**src/rtl/button_pio_pkg.sv**
```systemverilog
// button_pio_pkg
// Shared constants for the button PIO capture block: Avalon-MM word
// addresses of the four registers and the bit layout of the INFO register.
// No ports; imported by the interface consumers and the top module.
package button_pio_pkg;

  localparam logic [1:0] ADDR_DATA         = 2'd0;
  localparam logic [1:0] ADDR_IRQ_MASK     = 2'd1;
  localparam logic [1:0] ADDR_EDGE_CAPTURE = 2'd2;
  localparam logic [1:0] ADDR_INFO         = 2'd3;

  // INFO register layout
  localparam int INFO_NCH_LSB        = 0;
  localparam int INFO_NCH_W          = 6;
  localparam int INFO_ACTIVE_LOW_BIT = 8;
  localparam int INFO_IRQ_BIT        = 9;

endpackage

```
**src/rtl/button_pio_capture_if.sv**
```systemverilog
// button_pio_capture_if
// Avalon-MM slave bus of the button PIO block.
//   address   [1:0]  word address
//   read             read strobe
//   write            write strobe
//   writedata [31:0] write data
//   readdata  [31:0] read data
// Handshake: no waitrequest. A write is accepted on every clock edge where
// write is high. A read is accepted on every edge where read is high and
// readdata carries the response from the following cycle on (fixed latency
// 1), holding it until the next accepted read.
interface button_pio_capture_if;
  logic [1:0]  address;
  logic        read;
  logic        write;
  logic [31:0] writedata;
  logic [31:0] readdata;

  modport master (output address, output read, output write,
                  output writedata, input readdata);
  modport slave  (input address, input read, input write,
                  input writedata, output readdata);
endinterface

```
**src/rtl/button_debounce_ch.sv**
```systemverilog
// button_debounce_ch
// One input channel: 2-flop synchroniser, polarity normalisation
// (pressed = 1), debounce counter and stable level, plus a one-cycle pulse
// on the edge where the stable level goes from released to pressed.
//   clk, reset  clock, synchronous active-high reset
//   pin_i       raw asynchronous pin
//   level_o     debounced stable level (1 = pressed)
//   rise_o      high in the cycle whose clock edge sets level_o to 1
module button_debounce_ch #(
  parameter int DEBOUNCE_CYCLES = 500000,
  parameter int ACTIVE_LOW      = 1
) (
  input  logic clk,
  input  logic reset,
  input  logic pin_i,
  output logic level_o,
  output logic rise_o
);

  localparam int CW = $clog2(DEBOUNCE_CYCLES + 1);
  localparam logic [CW-1:0] CNT_LAST = CW'(DEBOUNCE_CYCLES - 1);

  // Normalising before the synchroniser lets its reset value (0) stand for
  // the released level regardless of pin polarity.
  logic pin_norm;
  assign pin_norm = pin_i ^ (ACTIVE_LOW != 0);

  logic          sync1_q, sync2_q;
  logic [CW-1:0] cnt_q, cnt_d;
  logic          level_q, level_d;
  logic          differ, toggle;

  always_comb begin
    differ  = (sync2_q != level_q);
    toggle  = differ && (cnt_q == CNT_LAST);
    cnt_d   = '0;
    level_d = level_q;
    if (toggle) begin
      level_d = ~level_q;
    end else if (differ) begin
      cnt_d = cnt_q + 1'b1;
    end
  end

  always_ff @(posedge clk) begin
    if (reset) begin
      sync1_q <= 1'b0;
      sync2_q <= 1'b0;
      cnt_q   <= '0;
      level_q <= 1'b0;
    end else begin
      sync1_q <= pin_norm;
      sync2_q <= sync1_q;
      cnt_q   <= cnt_d;
      level_q <= level_d;
    end
  end

  assign level_o = level_q;
  // Combinational so the capture register sets on the same edge as the level.
  assign rise_o  = toggle && !level_q;

endmodule

```
**src/rtl/button_pio_capture.sv**
```systemverilog
// button_pio_capture
// N_CH debounced button/switch inputs with edge capture, exposed through an
// Avalon-MM slave (DATA, IRQ_MASK, EDGE_CAPTURE, INFO) and a level interrupt.
//   clk, reset  clock, synchronous active-high reset
//   pins_in     raw asynchronous pins
//   bus         Avalon-MM slave (button_pio_capture_if.slave)
//   irq         registered OR of (capture & mask)
//   led         debounced pressed state, 1 = pressed
// Optional feature: define BUTTON_PIO_IRQ_EN to build the IRQ_MASK register
// and interrupt. Without it irq is 0, IRQ_MASK reads 0 and ignores writes,
// and edge capture remains available for polling.
module button_pio_capture
  import button_pio_pkg::*;
#(
  parameter int N_CH            = 4,
  parameter int DEBOUNCE_CYCLES = 500000,
  parameter int ACTIVE_LOW      = 1
) (
  input  logic                 clk,
  input  logic                 reset,
  input  logic [N_CH-1:0]      pins_in,
  button_pio_capture_if.slave  bus,
  output logic                 irq,
  output logic [N_CH-1:0]      led
);

  logic [N_CH-1:0] level, rise;

  for (genvar i = 0; i < N_CH; i++) begin : g_ch
    button_debounce_ch #(
      .DEBOUNCE_CYCLES (DEBOUNCE_CYCLES),
      .ACTIVE_LOW      (ACTIVE_LOW)
    ) u_ch (
      .clk     (clk),
      .reset   (reset),
      .pin_i   (pins_in[i]),
      .level_o (level[i]),
      .rise_o  (rise[i])
    );
  end

  logic [N_CH-1:0] capture_q, capture_d, clr;
  logic [31:0]     readdata_q, readdata_d;
  logic [31:0]     data_w, capture_w, mask_w, info_w;

  // A new press in the same cycle as a W1C of that bit keeps the bit set.
  always_comb begin
    clr = '0;
    if (bus.write && bus.address == ADDR_EDGE_CAPTURE) begin
      clr = bus.writedata[N_CH-1:0];
    end
    capture_d = (capture_q & ~clr) | rise;
  end

`ifdef BUTTON_PIO_IRQ_EN
  localparam logic IRQ_PRESENT = 1'b1;
  logic [N_CH-1:0] mask_q;
  logic            irq_q;

  always_ff @(posedge clk) begin
    if (reset) begin
      mask_q <= '0;
      irq_q  <= 1'b0;
    end else begin
      if (bus.write && bus.address == ADDR_IRQ_MASK) begin
        mask_q <= bus.writedata[N_CH-1:0];
      end
      irq_q <= |(capture_q & mask_q);
    end
  end

  always_comb begin
    mask_w = '0;
    mask_w[N_CH-1:0] = mask_q;
  end
  assign irq = irq_q;
`else
  localparam logic IRQ_PRESENT = 1'b0;
  assign mask_w = '0;
  assign irq    = 1'b0;
`endif

  // Zero-extend the per-channel vectors to the 32-bit bus.
  always_comb begin
    data_w    = '0;
    capture_w = '0;
    info_w    = '0;
    data_w[N_CH-1:0]    = level;
    capture_w[N_CH-1:0] = capture_q;
    info_w[INFO_NCH_LSB +: INFO_NCH_W] = INFO_NCH_W'(N_CH);
    info_w[INFO_ACTIVE_LOW_BIT]        = (ACTIVE_LOW != 0);
    info_w[INFO_IRQ_BIT]               = IRQ_PRESENT;
  end

  // Reads sample the current register values, so a simultaneous write is
  // only visible to the next read.
  always_comb begin
    readdata_d = readdata_q;
    if (bus.read) begin
      unique case (bus.address)
        ADDR_DATA:         readdata_d = data_w;
        ADDR_IRQ_MASK:     readdata_d = mask_w;
        ADDR_EDGE_CAPTURE: readdata_d = capture_w;
        ADDR_INFO:         readdata_d = info_w;
        default:           readdata_d = '0;
      endcase
    end
  end

  always_ff @(posedge clk) begin
    if (reset) begin
      capture_q  <= '0;
      readdata_q <= '0;
    end else begin
      capture_q  <= capture_d;
      readdata_q <= readdata_d;
    end
  end

  assign bus.readdata = readdata_q;
  assign led          = level;

endmodule

```
**src/flat_wrapper.sv**
```systemverilog
// flat-port wrapper written by rule: the top's interface ports become plain ports
module button_pio_capture_flat import button_pio_pkg::*;
#(
  parameter int N_CH            = 4,
  parameter int DEBOUNCE_CYCLES = 500000,
  parameter int ACTIVE_LOW      = 1
)
  (clk, reset, pins_in, irq, led, bus_address, bus_read, bus_write, bus_writedata, bus_readdata);
  button_pio_capture_if bus_i ();
  input  logic clk;
  input  logic reset;
  input  logic [N_CH-1:0] pins_in;
  output logic irq;
  output logic [N_CH-1:0] led;
  input wire logic [$bits(bus_i.address)-1:0] bus_address;
  input wire logic [$bits(bus_i.read)-1:0] bus_read;
  input wire logic [$bits(bus_i.write)-1:0] bus_write;
  input wire logic [$bits(bus_i.writedata)-1:0] bus_writedata;
  output wire logic [$bits(bus_i.readdata)-1:0] bus_readdata;
  assign bus_i.address = bus_address;
  assign bus_i.read = bus_read;
  assign bus_i.write = bus_write;
  assign bus_i.writedata = bus_writedata;
  assign bus_readdata = bus_i.readdata;
  button_pio_capture #(.N_CH(N_CH), .DEBOUNCE_CYCLES(DEBOUNCE_CYCLES), .ACTIVE_LOW(ACTIVE_LOW)) u_core (.clk(clk), .reset(reset), .pins_in(pins_in), .bus(bus_i), .irq(irq), .led(led));
endmodule
```
**config.mk**
```make
export PLATFORM = sky130hd
export DESIGN_NAME = button_pio_capture_flat
export DESIGN_NICKNAME = d
export VERILOG_FILES = /design/src/rtl/button_pio_pkg.sv /design/src/rtl/button_pio_capture_if.sv /design/src/rtl/button_debounce_ch.sv /design/src/rtl/button_pio_capture.sv /design/src/flat_wrapper.sv
export SDC_FILE = /design/constraint.sdc
export NUM_CORES = 1
export LEC_CHECK = 0
export CORE_MARGIN = 2
export CORE_UTILIZATION = 48
export CTS_CLUSTER_SIZE = 10
export DETAILED_ROUTE_END_ITERATION = 10
export GPL_TIMING_DRIVEN = 0
export PLACE_DENSITY = 0.8
export RECOVER_POWER = 50
export SLEW_MARGIN = 25
export SYNTH_ARGS = -nofsm -noshare
export SYNTH_HDL_FRONTEND = slang
export SYNTH_SLANG_ARGS = --single-unit
```
**constraint.sdc**
```tcl
create_clock -name clk -period 1.9 [get_ports clk]
set_input_delay 0.38 -clock clk [delete_from_list [all_inputs] [get_ports clk]]
set_output_delay 0.38 -clock clk [all_outputs]
set_load 0.01 [all_outputs]
```
==> Word-level counts from Yosys, hierarchy flattened <==
Cells that the tools add are included.
Widths: inputs -> output; s select.
{ "word_totals": {"reg_bits": 124, "word_cells": 68, "output_inout_bits": 37, "input_bits": 42} }
{ "classes": {"addsub": 4, "bitwise": 15, "reduce_logical": 18, "n_eq_ne": 11, "mux": 2} }
{ "ops": {"columns": ["cell", "n"], "rows": [
  ["$pmux 32 s4", 1],
  ["$add 19x1->19 const B", 4],
  ["$eq 19x19->1 const B", 4],
  ["$not 1->1", 12],
  ["$reduce_or 3->1", 4],
  ["$logic_and 1x1->1", 9],
  ["$and 4x4->4", 1],
  ["$eq 2x2->1 const B", 2],
  ["$logic_not 1->1", 4],
  ["$mux 4", 1],
  ["$ne 1x1->1", 4],
  ["$not 4->4", 1],
  ["$or 4x4->4", 1],
  ["$eq 2x1->1 const B", 1],
  ["$logic_not 2->1", 1]
]} }

==> Logic depth before layout (Yosys ltp) <==
{ "logic_depth": {"depth_word": 6, "mapped_depth": 6, "depth_no_buf": 5} }

==> Hierarchy <==
Synthesis repeated with hierarchy kept, for this count alone.
{ "hier_totals": {"hier_cells": 507, "hier_area_um2": 4510.6} }
{ "modules_own_cells": {"columns": ["module", "cells_each", "area_each_um2", "seq_area_each_um2", "n_inst"], "rows": [
  ["button_debounce_ch", 110, 979.7, 440.4, 4],
  ["button_pio_capture", 67, 591.8, 180.2, 1]
]} }

==> Worst setup path after synthesis <==
No wires, ideal clock.
{ "synth_path": {"path_kind": "flip-flop to flip-flop", "startpoint": "reg u_core.g_ch[3].u_ch.cnt_q[10]", "endpoint": "reg u_core.g_ch[3].u_ch.cnt_q[12]", "required_time_ns": 1.785, "t_arrival_ns": 1.800, "setup_time_ns": 0.115, "path_slack_ns": -0.014, "stages_incl_launch_ff": 6, "period_less_slack_ns": 1.914, "n_path_buf": 1, "cell_sequence": "dfxtp_1 > or4_1 > or4_4 > o21ai_4 > buf_4 > nor2_1"} }
{ "synth_via": {"elab_chain_len": 3, "word_cells_on_any_way": 4, "cone_classes": "add/sub: 1; eq/ne: 1; reduce/logical: 2"} }
{ "synth_lines": {"columns": ["item", "line_no", "rtl"], "rows": [
  ["start: declaration", "button_debounce_ch.sv:29", "logic [CW-1:0] cnt_q, cnt_d;"],
  ["start signal: assignment", "button_debounce_ch.sv:54", "cnt_q <= cnt_d;"],
  ["parallel branches: the longest is 3 deep, another holds $add 19x1->19", null, null]
]} }
Parallel ways; which one is timed is not known.
A chain may end at the register's enable or synchronous reset.

==> Worst setup path in the final report <==
{ "layout_path": {"startpoint": "reg u_core.g_ch[3].u_ch.cnt_q[14]", "endpoint": "reg u_core.g_ch[3].u_ch.cnt_q[5]"} }
{ "layout_via": {"elab_chain_len": 3} }
{ "layout_lines": {"columns": ["item", "line_no", "rtl"], "rows": [
  ["$eq 19x19->1", "button_debounce_ch.sv:35", "toggle = differ && (cnt_q == CNT_LAST);"],
  ["$logic_and 1x1->1", "button_debounce_ch.sv:35", null],
  ["$reduce_or 3->1 (no source line)", null, null]
]} }
Every way passes these cells.

==> run summary <==
Status: finished, violations left
Failing checks: negative setup slack
P_sw: 0.786 mW
Total routed wirelength: 9320 um
Commonest non-fill, non-tap cells in the layout: dfxtp_1, nor2_1, xnor2_1
Worst-path fanout max: 10
Cell Area, Placed: 5030 um^2
Cell Chain, Critical Path: or4_4 > or4_4 > o21ai_4 > buf_6 > nor2_1
IO buf count: 20
Cell Area, Synth: 4560 um^2
Pwr dens: 726 nW/um^2
Post-layout minimum cycle time: 1.95 ns
Post-synth top flop: dfxtp_1
Final net count: 644
Setup crit end kind: flop
Drt pass-1 iters: 7
Overall Power: 3.99 mW
Core Area: 9240 um^2
CTS tree: built
Register area: 1950 um^2
Setup_tns: -0.484 ns
Largest stage delay, worst path: 0.58 ns
Final Wtd Congestion: 0.878
DRT iter0 DRCs: 155
Post-synth EDFFs: 0
Synth warn: 0
Setup WS pre-CTS: -0.283 ns
Most common cell on crit path: or4_4
Fillers: 790
Area grow syn2layout: 20.4%
Maximum VDD drop: 319 uV
CTS clk-pin slew, worst paths: 0.09 ns
Cts hold-fix bufs: 0
Synthesized flop and latch total: 97
Crit path buf inv count: 1
Vias: 3766
Critical path's top delay family: simple AND/OR/NAND/NOR gates
Cell variety after synth: 46
Site Rows: 35
Min-delay worst type: reg2reg
N_diodes: 0
Internal power: 3.20 mW
Die Area: 10300 um^2
Largest net degree at the start of global routing: 16
Routed vias/inst: 5.14
Async SR Flop Fraction: 0%
Initial Util: 49.4%
Max Freq: 514 MHz
Multi-input gate area: 2430 um^2
Final setup fails: 17
Chip Width: 102 um
Proportion of layout cells with a drive suffix above 1: 15.3%
GRT Residual Overflow: 0
Hold Vio Cnt, Final: 0
Design Area, Final: 5500 um^2
Critical Path RT: 2.16 ns
GRT Overall Usage: 18.1%
RSZ-0062 raised after global routing: true
Total CTS buffers: 9
Root Driver: clkbuf_8
DP Wirelength: 6380 um
Clk sinks: 97
Clock Power Share: 44.4%
I/O Pins: 79
Combinational share of power: 4.2%
Vias in the first global route: 3493
Mapped Cells: 531
Antenna violations before repair: 0
CP Launch Type: flop
Critical Path AT: 2.20 ns
Seq pwr share: 51.4%
Slew Viols, Final: 0
Drc violations: 0
Post-Route Skew: 0.00790 ns
Clock latency on the worst-skew pair: 0.36 ns
Commonest non-fill, non-tap cell in the layout: dfxtp_1
Post-synthesis sequential area ratio: 42.5%
Max_cap viols: 0
Final period utilization: 102%
Critical path's slowest cell: or4_4
Leakage: 1.80 nW
Crit path kind: reg2reg
Routed WL per cell: 12.7 um
Syn_area_per_cell: 8.60 um^2
Switch share: 19.7%
DRT antenna net count: 0
Worst hold margin: 0.443 ns
Clock tree buffer depth: 2
Htree depth: 3
First-pass GRT wire length: 15200 um
Die Y-Extent: 102 um
Final worst slack: -0.0454 ns
-- synth_stat cells, drive strengths merged, types with 6 or more instances --
library cell | n | area share [%]
nand2b | 6 | 0.82
dfxtp | 97 | 43
o21ai | 18 | 2.2
or3 | 7 | 0.96
nor3 | 20 | 2.2
nand4 | 19 | 2.7
nor2b | 6 | 0.82
xnor2 | 45 | 8.6
nand2 | 21 | 1.7
nor4 | 18 | 2.5
a21oi | 15 | 1.6
nor2 | 84 | 6.9
buf | 34 | 5.5
nand3 | 26 | 2.9
and3 | 7 | 0.96
mux2i | 9 | 2.0
clkbuf | 13 | 1.1
inv | 21 | 1.7
xor2 | 16 | 3.1
or4 | 10 | 1.7
-- timing repair --
item	4_1_cts	5_1_grt
buffers inserted	5	7
pin swaps	6	4
setup endpoints to repair	54	52
gates resized for setup	15	18
-- registers in the layout, indices dropped and copies added (netlist names) --
name / flops
u_core.capture_q: 4
u_core.g_ch.u_ch.level_o: 4
u_core.g_ch.u_ch.cnt_q: 76
u_core.g_ch.u_ch.sync2_q: 4
u_core.g_ch.u_ch.sync1_q: 4
u_core.bus.readdata: 5
-- metal layers --
layer	part of all wire [%]	wire (um)	vias to the layer above	global-route usage, %
met2	49	4530	95	31.1
met1	45	4210	1737	22.7
met5	0	0	-	0
li1	-	-	1917	-
met4	2.2	209	0	7.28
met3	3.9	366	17	2.62
-- logic make-up (layout without fill, tap and decap cells) --
group | after synthesis | count (layout) | synth area share, %
AOI/OAI and AO/OA | 42 | 42 | 5.43
xor gates and xnor gates | 61 | 61 | 11.7
adders and majority gates | 4 | 4 | 1.10
buffers and inverters | 68 | 113 | 8.36
DFF | 97 | 97 | 42.5
muxes | 9 | 9 | 1.97
other | 1 | 28 | 0.0822
and+or+nand+nor | 249 | 249 | 28.8
-- stage by stage --
step	instances	util [%]
2_1_floorplan	558	-
3_3_place_gp	707	54.4
3_5_place_dp	707	54.4
4_1_cts	726	58.3
5_1_grt	732	59.5
6_report	732	59.5
-- final cells by class --
type                    count  share of cell area (%)
clock buffers              11                    2.75
repair buffers             32                    5.35
inverters                  21                    1.43
multi-input cells         393                    44.2
plain buffers              44                    5.53
well taps                 129                    2.94
flip-flops and latches     97                    35.5
clock inverters             5                    2.28
-- final timing paths --
check	slack (ns)	to	start	cells after the start
hold reg to reg	0.44	u_core.g_ch[2].u_ch.sync2_q	u_core.g_ch[2].u_ch.sync1_q	1
setup / recovery	-0.05	u_core.g_ch[3].u_ch.cnt_q[5]	u_core.g_ch[3].u_ch.cnt_q[14]	5
setup reg to reg	-0.05	u_core.g_ch[3].u_ch.cnt_q[5]	u_core.g_ch[3].u_ch.cnt_q[14]	5
hold / removal	0.44	u_core.g_ch[2].u_ch.sync2_q	u_core.g_ch[2].u_ch.sync1_q	1
-- power groups by stage --
stage / Clock (mW) / Combinational [mW] / Sequential (mW)
6_report: 1.77 / 0.169 / 2.05
3_3_place_gp: 0 / 0.157 / 2.10
3_5_place_dp: 0 / 0.159 / 2.10
5_1_grt: 1.87 / 0.186 / 2.05
2_1_floorplan: 0 / 0.112 / 2.10
4_1_cts: 1.80 / 0.164 / 2.05
No activity file was read; power rests on OpenSTA's default activity.
==> patch: new RTL, config.mk and constraints unchanged <==
Put a register stage on the output `led`, with the module's reset. The value now appears one clock later. The other outputs are not delayed to match.
--- a/src/rtl/button_pio_capture.sv
+++ b/src/rtl/button_pio_capture.sv
@@ -118,7 +118,13 @@
   end
 
   assign bus.readdata = readdata_q;
-  assign led          = level;
+  always_ff @(posedge clk) begin
+    if (reset) begin
+      led <= '0;
+    end else begin
+      led <= level;
+    end
+  end
 
 endmodule
 
Function: same outputs for any inputs over 10 cycles, from zero or initial values and one cycle with reset high; that may be too few to reach the edited logic, so the function may still have changed.
==> patch against the unedited design <==
- power is 7.3% lower
- count of clock-buffer cells in the layout did not move
- area after synthesis up 0.47%
- largest cell class unchanged
- critical path type unchanged
- critical endpoint is now u_core.g_ch[2].u_ch.cnt_q[17]
- worst setup slack better by 0.071 ns
- synthesized cell count shrank 0.75%
- cell area fell by 0.61%
- routed wire length increased by 1.3%
- clock skew is 0.00063 ns higher
- core utilization is 0.37 points lower
- clock power down 21%
- sequential cell count is 4 higher
==> patch: results <==
run_status:
  run_status: "finished clean"
clock_tree:
  cts_resized: 22
pwr:
  vdd_drop_max_mv: 0.4211
  finalPower_uw: 3699
  power.leakage_uw: 0.001860
routing:
  met1_length_um: 4102
  routed-via-count: 3833
  met2RoutedLength_um: 4813
  initial_drt_markers: 163
  drt_first_pass_iters: 4
critical_path:
  reg2reg_slack_ns: 0.03
  worstPathMaxFanout: 7
  timing.critical_path.required_ns: 2.20
global_routing:
  grt.met3_usage_pct: 4.969
  groute.layer.met2.usage_pct: 32.44
  met1_usage_pct: 21.92
synth:
  ys_top_cells_by_count: "sky130_fd_sc_hd__dfxtp_1 (101), sky130_fd_sc_hd__nor2_1 (77), sky130_fd_sc_hd__nand3_1 (30)"
  synth_cell_type_count: 45
cells_and_area:
  final_layout_size_suffix_gt1_share_pct: 15.69
  buffers: 74
  comb.multi_input.count: 394
  num-fill-cells: 782
  multiInputGateArea_sq_mm: 0.002414
  buf_share_pct: 10.58
  flow.area_growth_from_synthesis_pct: 19.13
  fin_cells: 728
placed_design:
  place_area_sq_mm: 0.005049
  gp_routability_congestion: 0.8667
timing:
  clock_skew_ns: 0.008527
worst_hold_path:
  worst_hold_check_path_type: "in2reg"
-- patch: changes by cell type after synthesis, moves of 8 or more --
cell	unedited run	this run
sky130_fd_sc_hd__and4_1	3	11
sky130_fd_sc_hd__a21oi_1	15	27
sky130_fd_sc_hd__xnor2_1	45	27
sky130_fd_sc_hd__nor4_1	18	8
sky130_fd_sc_hd__xor2_1	16	27
sky130_fd_sc_hd__nor3_1	20	6
-- patch: through the flow --
step | setup WS, ns | hold slack [ns]
floorplan | 0.04219 | 0.4138
global placement | -0.4825 | 0.4178
detailed placement | -0.5014 | 0.4252
CTS | 0.01225 | 0.4213
global route | -0.01845 | 0.4559
finish | 0.02578 | 0.4319
-- patch: cell families (layout without fill, tap and decap cells) --
logic type,after synthesis,in the layout,share of synthesized area [%]
AOI/OAI and AO/OA,60,60,7.176
xor gates and xnor gates,54,54,10.31
adders and majority gates,4,4,1.091
buffers and inverters,59,104,7.367
DFF,101,101,44.09
muxes,6,6,1.310
other,1,28,0.08178
and+or+nand+nor,242,242,28.57
-- patch: worst paths after layout --
path,from,endpoint,cells after the start
worst max register to register,u_core.g_ch[2].u_ch.cnt_q[6],u_core.g_ch[2].u_ch.cnt_q[17],5
worst min register to register,u_core.g_ch[2].u_ch.cnt_q[0],u_core.g_ch[2].u_ch.cnt_q[0],1
worst max-delay path,u_core.g_ch[2].u_ch.cnt_q[6],u_core.g_ch[2].u_ch.cnt_q[17],5
worst min-delay path,bus_read,u_core.bus.readdata[8],3
-- patch: worst max-delay path, cell delays in order, from the launching register on --
cell                      delay [ns]
sky130_fd_sc_hd__dfxtp_2        0.40
sky130_fd_sc_hd__nand4_4        0.14
sky130_fd_sc_hd__or4_1          0.48
sky130_fd_sc_hd__buf_2          0.17
sky130_fd_sc_hd__or4_4          0.48
sky130_fd_sc_hd__a21oi_2        0.14
